`src/rtl/beat_flash.sv`:
```
// -----------------------------------------------------------------------------
// beat_flash
//
// This block is the output side of the tap-tempo path. It takes a tempo in BPM
// and drives the beat strobe and the beat LED.
//   - It converts the tempo to a beat period, counted in tp_i ticks. A serial
//     restoring divider produces one quotient bit per clock.
//   - It issues a 1-clk beat strobe at each beat.
//   - It holds the LED on for FLASH_TICKS ticks after each beat.
//
// Optional feature macro: BEAT_RESYNC_EN
//   - Defined: a tempo change while running restarts the beat phase and emits
//     a beat as soon as the new period is loaded.
//   - Undefined: the beat phase is preserved and no extra beat is emitted.
//
// Ports
//   clk_i        in   1          clock
//   rst_i        in   1          reset, asynchronous, active-high
//   tp_i         in   1          time pulse, 1 clk wide, every PULSE_PER_NS
//   bpm_i        in   BPM_WIDTH  requested tempo; 0 = stop
//   bpm_valid_i  in   1          bpm_i valid
//   bpm_ready_o  out  1          block can accept bpm_i (low while dividing)
//   beat_o       out  1          1-clk strobe at each beat
//   led_o        out  1          stretched beat indicator
//   period_o     out  24         current beat period in ticks (0 when stopped)
// -----------------------------------------------------------------------------
module beat_flash #(
    parameter longint unsigned PULSE_PER_NS = 5120,
    parameter longint unsigned MINUTE_TICKS = 64'd60_000_000_000 / PULSE_PER_NS,
    parameter int unsigned     BPM_WIDTH    = 9,
    parameter int unsigned     BPM_MIN      = 30,
    parameter int unsigned     BPM_MAX      = 250,
    parameter int unsigned     FLASH_TICKS  = 4096
) (
    input  logic                 clk_i,
    input  logic                 rst_i,
    input  logic                 tp_i,
    input  logic [BPM_WIDTH-1:0] bpm_i,
    input  logic                 bpm_valid_i,
    output logic                 bpm_ready_o,
    output logic                 beat_o,
    output logic                 led_o,
    output logic [23:0]          period_o
);

    localparam int unsigned FW = $clog2(FLASH_TICKS + 1);

    localparam logic [23:0]          MINUTE_V = 24'(MINUTE_TICKS);
    localparam logic [BPM_WIDTH-1:0] BPM_MIN_V = BPM_WIDTH'(BPM_MIN);
    localparam logic [BPM_WIDTH-1:0] BPM_MAX_V = BPM_WIDTH'(BPM_MAX);
    localparam logic [FW-1:0]        FLASH_V   = FW'(FLASH_TICKS);
    localparam logic [FW-1:0]        FLASH_ONE = FW'(1);
    localparam logic [4:0]           DIV_LAST  = 5'd24;

    typedef enum logic [1:0] {
        S_IDLE = 2'd0,
        S_DIV  = 2'd1,
        S_RUN  = 2'd2
    } state_t;

    state_t               state_q, state_d;
    logic [4:0]           div_cnt_q, div_cnt_d;
    // Dividend bits shift out of the MSB while quotient bits shift into the LSB.
    logic [23:0]          quo_q, quo_d;
    logic [BPM_WIDTH-1:0] rem_q, rem_d;
    logic [BPM_WIDTH-1:0] divisor_q, divisor_d;
    logic [23:0]          period_q, period_d;
    logic [23:0]          tick_q, tick_d;
    logic [FW-1:0]        flash_q, flash_d;
    logic                 beat_q, beat_d;
    logic                 led_q, led_d;
    // Set when the end of the division must restart the beat phase.
    logic                 entry_beat_q, entry_beat_d;

    logic                 accept;
    logic [BPM_WIDTH-1:0] bpm_clamped;
    logic [BPM_WIDTH:0]   rem_trial;

    always_comb begin
        state_d      = state_q;
        div_cnt_d    = div_cnt_q;
        quo_d        = quo_q;
        rem_d        = rem_q;
        divisor_d    = divisor_q;
        period_d     = period_q;
        tick_d       = tick_q;
        flash_d      = flash_q;
        entry_beat_d = entry_beat_q;
        beat_d       = 1'b0;

        accept = bpm_valid_i && (state_q != S_DIV);

        if (bpm_i < BPM_MIN_V) begin
            bpm_clamped = BPM_MIN_V;
        end else if (bpm_i > BPM_MAX_V) begin
            bpm_clamped = BPM_MAX_V;
        end else begin
            bpm_clamped = bpm_i;
        end

        rem_trial = {rem_q, quo_q[23]};

        if (tp_i && (flash_q != '0)) begin
            flash_d = flash_q - FLASH_ONE;
        end

        // The beat counter keeps running through a re-division. The >= compare
        // lets a shortened period fire on the next tick instead of wrapping.
        if (state_q == S_RUN && tp_i && (tick_q >= period_q - 24'd1)) begin
            tick_d  = '0;
            beat_d  = 1'b1;
            flash_d = FLASH_V;
        end else if (state_q != S_IDLE && tp_i) begin
            tick_d = tick_q + 24'd1;
        end

        case (state_q)
            S_IDLE, S_RUN: begin
                if (accept) begin
                    if (bpm_i == '0) begin
                        state_d  = S_IDLE;
                        period_d = '0;
                        tick_d   = '0;
                        flash_d  = '0;
                        beat_d   = 1'b0;
                    end else begin
                        state_d   = S_DIV;
                        divisor_d = bpm_clamped;
                        quo_d     = MINUTE_V;
                        rem_d     = '0;
                        div_cnt_d = '0;
`ifdef BEAT_RESYNC_EN
                        entry_beat_d = 1'b1;
`else
                        entry_beat_d = (state_q == S_IDLE);
`endif
                    end
                end
            end
            S_DIV: begin
                if (div_cnt_q == DIV_LAST) begin
                    period_d = quo_q;
                    state_d  = S_RUN;
                    if (entry_beat_q) begin
                        tick_d  = '0;
                        beat_d  = 1'b1;
                        flash_d = FLASH_V;
                    end
                end else begin
                    div_cnt_d = div_cnt_q + 5'd1;
                    if (rem_trial >= {1'b0, divisor_q}) begin
                        rem_d = BPM_WIDTH'(rem_trial - {1'b0, divisor_q});
                        quo_d = {quo_q[22:0], 1'b1};
                    end else begin
                        rem_d = rem_trial[BPM_WIDTH-1:0];
                        quo_d = {quo_q[22:0], 1'b0};
                    end
                end
            end
            default: begin
                state_d = S_IDLE;
            end
        endcase

        led_d = (flash_d != '0);
    end

    always_ff @(posedge clk_i or posedge rst_i) begin
        if (rst_i) begin
            state_q      <= S_IDLE;
            div_cnt_q    <= '0;
            quo_q        <= '0;
            rem_q        <= '0;
            divisor_q    <= '0;
            period_q     <= '0;
            tick_q       <= '0;
            flash_q      <= '0;
            beat_q       <= 1'b0;
            led_q        <= 1'b0;
            entry_beat_q <= 1'b0;
        end else begin
            state_q      <= state_d;
            div_cnt_q    <= div_cnt_d;
            quo_q        <= quo_d;
            rem_q        <= rem_d;
            divisor_q    <= divisor_d;
            period_q     <= period_d;
            tick_q       <= tick_d;
            flash_q      <= flash_d;
            beat_q       <= beat_d;
            led_q        <= led_d;
            entry_beat_q <= entry_beat_d;
        end
    end

    assign bpm_ready_o = (state_q != S_DIV);
    assign beat_o      = beat_q;
    assign led_o       = led_q;
    assign period_o    = period_q;

endmodule

```
`config.mk`:
```
export PLATFORM = sky130hd
export DESIGN_NAME = beat_flash
export DESIGN_NICKNAME = d
export VERILOG_FILES = /design/src/rtl/beat_flash.sv
export SDC_FILE = /design/constraint.sdc
export NUM_CORES = 1
export LEC_CHECK = 0
export BUFFER_PORTS_ARGS = -buffer_cell sky130_fd_sc_hd__buf_2
export CORE_ASPECT_RATIO = 0.7
export CORE_MARGIN = 1
export CORE_UTILIZATION = 50
export CTS_CLUSTER_DIAMETER = 150
export DETAILED_ROUTE_END_ITERATION = 8
export PLACE_DENSITY = 0.68
export SLEW_MARGIN = 30
export SYNTH_ARGS = -nofsm -noshare
export SYNTH_HDL_FRONTEND = slang
export SYNTH_SLANG_ARGS = --single-unit
```
`constraint.sdc`:
```
create_clock -name clk_i -period 5.4 [get_ports clk_i]
set_clock_uncertainty 0.05 [all_clocks]
set_input_delay 0.27 -clock clk_i [delete_from_list [all_inputs] [get_ports clk_i]]
set_output_delay 0.27 -clock clk_i [all_outputs]
set_load 0.01 [all_outputs]
```
==> results of run 1 <==
-- power by group through the flow --
stage	clock, mW	combinational, mW	sequential (mW)
after floorplan	0	2.13	1.39
after global placement	0	2.60	1.46
after detailed placement	0	2.70	1.48
after CTS	1.28	2.71	1.47
after global routing	1.31	3.11	1.52
final	1.26	2.73	1.47
-- tightest hold or removal path: stages --
cell     delay [ps]
buf_2           100
o21ai_0          60
o21ai_0          60
-- cell usage after synthesis (all sizes together) (11+ instances only) --
cell type,count
nor2,98
nor3,14
a22o,21
ha,38
o21ai,40
nand4,16
a21oi,34
nor4,11
clkbuf,21
nand2,76
dfrtp,113
nand3,22
xor2,26
xnor2,32
inv,28
-- state kept, by name, summed over array words and instances, names as in the netlist, 2 cells and up --
signal,cells
div_cnt_q,5
tick_q,24
state_q,2
quo_q,24
divisor_q,9
flash_q,13
period_o,24
rem_q,9
-- metal layers --
metal  vias up  GRT usage [%]  part of all wire, %
met1      2618           38.6                   51
met4         0           5.66                 0.31
met2       160           37.1                   43
met5         -              0                    0
met3         4           6.34                  5.3
li1       2549              -                    -
-- worst paths after layout --
path                                                 end  cells past startpoint
worst max-delay path                 tick_q[0]$_DFF_PP0_                     14
worst min-delay path            divisor_q[7]$_DFFE_PP0P_                      3
worst max register to register       tick_q[0]$_DFF_PP0_                     14
worst min register to register      rem_q[8]$_DFFE_PP0P_                      1
max in group asynchronous          quo_q[20]$_DFFE_PP0P_                      4
min in group asynchronous           quo_q[3]$_DFFE_PP0P_                      3
-- cell type report --
cell class | instances | area share, %
well taps | 162 | 2.74
flip-flops and latches | 113 | 38.2
clock inverters | 15 | 3.13
multi-input cells | 526 | 45.4
clock buffers | 17 | 5.75
inverters | 28 | 1.45
repair buffers | 45 | 3.28
-- repair_timing --
action / CTS / global route
endpoints found under the setup margin: 0 / 0
hold buffers: 1 / 0
hold endpoints to repair: 53 / 0
-- through the flow --
step                      utilization (%)  power, mW
after floorplan                         -       3.52
after global placement               54.0       4.07
after global routing                 59.4       5.94
after CTS                            59.3       5.46
final                                59.4       5.46
after detailed placement             54.0       4.17
-- logic make-up (layout without fill, tap and decap cells) --
family          count (synthesis)  in the layout
fa+ha+maj                      39             39
xor+xnor                       58             58
simple gates                  276            276
buf+inv                        55            105
mux                             1              1
flops                         113            113
compound gates                152            152
==> summary.txt, run 1 <==
Max-Cap Viols - 0
initial drt markers - 279
Initial Util - 51.3%
CP max stage delay - 600 ps
CORE AREA - 12,500 um2
pin count of the biggest net entering global routing - 64
post-synth top area share - 44.2%
final hold violation count - 0
drt first pass iters - 5
CTS root buffer - clkbuf_16
hpwl dp - 10,900 um
P_leak - 3.46 nW
Min-Delay Path Class - input port to register
mapped cell area - 6390 um2
Worst Min Path Start - bpm_i[7]
area delta synth->final - 15.7%
largest family of logic cells by synthesized area - simple AND/OR/NAND/NOR gates
Final Max Tran Viols - 0
Ys Warns - 0
Worst IR Drop VDD - 0.000383 V
commonest non-fill, non-tap cell in the layout - dfrtp_1
sequential area share after synthesis - 44.2%
Post-synth EDFFs - 0
internal power - 3.13 mW
slew of the pin with the lowest slew margin - 935 ps
CP endpoint kind - register
DR vias/cell - 5.88
multi-input combinational cell area - 3360 um2
most frequent cells in the layout - dfrtp_1 (113), nor2_1 (96), nand2_1 (76), o21ai_0 (40), buf_2 (39)
Place WS - 812 ps
fillers - 1,040
post-synthesis compound-gate area fraction - 15.9%
critical-path cell list - or4_4, or4_4, nor2_4, nand3_1, and2b_1, xnor2_1, ha_1, and4_1, nand4_1, a2111o_1, a311oi_1, a211o_1, buf_4, nor2_1
Finished Layout Cells - 906
Overflow after GRT - 0
final period utilization - 85.0%
Clock Power Share - 23.0%
H-tree lvl count - 4
Placer Congestion - 0.955
Reg power frac - 27.0%
CTS max path bufs - 2
share of post-route cells with drive strength above 1 - 11.8%
Worst Path Required - 5640 ps
die width - 137 um
DRT Wirelength - 15,600 um
Setup Viol. Count Final - 0
area leader, netlist - dfrtp_1
XOR/XNOR share of the synthesized area - 7.94%
post-CTS sizing - 0
Final ANT Viol Nets - 0
FF+latch area - 2830 um2
total CTS buffers - 17
Switching Power - 2.33 mW
number of synthesized register bits - 113
Synth Area in Adders - 7.75%
critical path arrival - 4830 ps
DP Area - 6730 um2
Crit Path Max Fanout - 24
Most common cell on crit path - or4_4
status - finished, final reports clean
Crit-path slowest cell - or4_4
Most used DFF post-synth - dfrtp_1
RSZ-0062 raised after global routing - no
initial antenna violation count - 0
worst setup path class - register to register
Setup WS post-layout - 808 ps
dpl cells - 873
final net count - 783
setup TNS - 0 ps
R2R Path Start - period_o[5]$_DFFE_PP0P_
unique cell type count in the Yosys netlist - 65
Logic pwr share - 50.0%
CTS clk-pin slew, worst paths - 60 ps
global-route wire length before repair - 26,400 um
Final Cell Area - 7400 um2
IO Port Bufs - 39
minimum clock period - 4590 ps
Startpoint Class - register
mux cell area share after synthesis - 0.157%
Slew headroom - 37.4%
WL/cell - 17.3 um
Post-Syn Nets - 746
Synth Instances - 694
Residual DRC - 0
latest clock arrival within the worst-skew pair - 410 ps
setup bufs post-CTS - 0
Die Ht - 96.6 um
total track usage - 25.7%
row count - 34
Post-synth ARST share - 100%
switch share - 42.7%
die area - 13,300 um2
Pwr Density - 738 nW/um2
CTS sink count - 113
CTS tree - done
Boundary Pins - 40
mean area per synthesized cell - 9.21 um2
critical path launch point - period_o[5]$_DFFE_PP0P_
Max Fclk - 0.218 GHz
diode count - 0
CP top delay family - simple AND/OR/NAND/NOR gates
Fin Hold WS - 75.1 ps
simple-gate portion of the synthesized area - 20.7%
ranking of synthesized cells by area - dfrtp_1 (44%), ha_1 (7.4%), nor2_1 (5.6%), nand2_1 (4.5%), xnor2_1 (4.4%)
r2r setup slk - 810 ps
via count - 5,331
number of global-route vias before repair - 5,134
worst path buffer plus inverter count - 1
Note: power is estimated with default switching activity, not from simulation.
==> inputs of run 2 (changes only) <==
--- a/config.mk
+++ b/config.mk
@@ -11,6 +11,7 @@
 export CORE_UTILIZATION = 50
 export CTS_CLUSTER_DIAMETER = 150
 export DETAILED_ROUTE_END_ITERATION = 8
+export HOLD_SLACK_MARGIN = 0.12
 export PLACE_DENSITY = 0.68
 export SLEW_MARGIN = 30
 export SYNTH_ARGS = -nofsm -noshare
==> run 2 against run 1 <==
- critical endpoint unchanged
- global-route usage rose by 0.27 points
- largest cell class unchanged
- largest power group unchanged
- hold slack improved by 71 ps
- register-to-register slack barely moved
- critical path depth did not move
==> summary.txt, run 2 (synthesis results as in run 1) <==
status - finished, final reports clean
slew of the pin with the lowest slew margin - 915 ps
drt first pass iters - 5
Final Cell Area - 7490 um2
H-tree lvl count - 4
Slew headroom - 38.8%
most frequent cells in the layout - dfrtp_1 (113), nor2_1 (96), nand2_1 (76), o21ai_0 (40), buf_2 (39)
CTS root buffer - clkbuf_16
worst setup path class - register to register
Crit Path Max Fanout - 24
CTS sink count - 113
commonest non-fill, non-tap cell in the layout - dfrtp_1
latest clock arrival within the worst-skew pair - 410 ps
critical path arrival - 4820 ps
number of global-route vias before repair - 5,187
Boundary Pins - 40
Reg power frac - 26.9%
final net count - 792
hpwl dp - 10,900 um
die width - 137 um
Min-Delay Path Class - input port to register
CTS tree - done
WL/cell - 17.3 um
Residual DRC - 0
CP endpoint kind - register
Initial Util - 51.3%
Max-Cap Viols - 0
DR vias/cell - 5.87
Pwr Density - 730 nW/um2
IO Port Bufs - 39
Logic pwr share - 50.1%
total CTS buffers - 17
P_leak - 3.49 nW
Clock Power Share - 23.0%
setup bufs post-CTS - 0
Overflow after GRT - 0
row count - 34
DP Area - 6730 um2
Worst Path Required - 5640 ps
Worst IR Drop VDD - 0.000382 V
Setup Viol. Count Final - 0
post-CTS sizing - 0
Final Max Tran Viols - 0
final hold violation count - 0
share of post-route cells with drive strength above 1 - 11.7%
CTS clk-pin slew, worst paths - 60 ps
RSZ-0062 raised after global routing - no
minimum clock period - 4590 ps
initial drt markers - 319
initial antenna violation count - 0
global-route wire length before repair - 26,600 um
setup TNS - 0 ps
CTS Hold Bufs - 10
Placer Congestion - 0.955
Switching Power - 2.33 mW
CORE AREA - 12,500 um2
final period utilization - 85.0%
internal power - 3.14 mW
CTS max path bufs - 2
area delta synth->final - 17.1%
DRT Wirelength - 15,800 um
diode count - 0
pin count of the biggest net entering global routing - 64
via count - 5,375
switch share - 42.6%
die area - 13,300 um2
total track usage - 25.9%
Max Fclk - 0.218 GHz
Die Ht - 96.6 um
Startpoint Class - register
Final ANT Viol Nets - 0
[run 2: cell types whose count changed in the layout (fill, tap and decap cells not counted)]
| cell | previous run | this run |
|---|---|---|
| dlygate4sd3_1 | 1 | 10 |
[run 2: path summary, 6_finish.rpt]
check | from | endpoint | slack, ps | cells past startpoint
setup / recovery | period_o[5]$_DFFE_PP0P_ | tick_q[0]$_DFF_PP0_ | 810 | 14
hold / removal | bpm_i[8] | divisor_q[5]$_DFFE_PP0P_ | 150 | 3
setup reg to reg | period_o[5]$_DFFE_PP0P_ | tick_q[0]$_DFF_PP0_ | 810 | 14
hold reg to reg | rem_q[8]$_DFFE_PP0P_ | rem_q[8]$_DFFE_PP0P_ | 450 | 1
max in group asynchronous | rst_i | flash_q[5]$_DFF_PP0_ | 3630 | 4
min in group asynchronous | rst_i | quo_q[3]$_DFFE_PP0P_ | 500 | 3
[run 2: per-layer routing]
layer | global-route usage [%] | up-vias | share of wire [%]
li1 | - | 2569 | -
met1 | 38.8 | 2641 | 50
met2 | 37.8 | 155 | 44
met3 | 6.34 | 10 | 5.6
met4 | 5.66 | 0 | 0.54
met5 | 0 | - | 0
[run 2: power groups by stage]
| stage | clock [mW] | sequential, mW | combinational, mW |
|---|---|---|---|
| 2_1_floorplan | 0 | 1.39 | 2.13 |
| 3_3_place_gp | 0 | 1.46 | 2.60 |
| 3_5_place_dp | 0 | 1.48 | 2.70 |
| 4_1_cts | 1.28 | 1.47 | 2.72 |
| 5_1_grt | 1.31 | 1.52 | 3.12 |
| 6_report | 1.26 | 1.47 | 2.74 |
[run 2: critical path, cell delays in order (launching register included)]
cell	delay (ps)
dfrtp_1	460
or4_4	600
or4_4	460
nor2_4	130
nand3_1	200
and2b_1	280
xnor2_1	60
ha_1	290
and4_1	220
nand4_1	130
a2111o_1	410
a311oi_1	270
a211o_1	450
buf_4	360
nor2_1	90
[run 2: cell type report]
type | instances | area [um2]
well taps | 162 | 203
inverters | 28 | 108
repair buffers | 54 | 333
clock buffers | 17 | 425
fillers | 1031 | 4970
multi-input cells | 526 | 3360
flip-flops and latches | 113 | 2830
clock inverters | 15 | 231
[run 2: per-stage QoR]
step	instances	hold slack, ps	worst slack (ps)	utilization [%]	power, mW
global placement	873	406	945	54.0	4.07
floorplan	694	359	1460	-	3.52
finish	915	146	811	60.1	5.47
detailed placement	873	423	812	54.0	4.17
CTS	915	124	804	60.1	5.46
global route	915	158	508	60.1	5.95
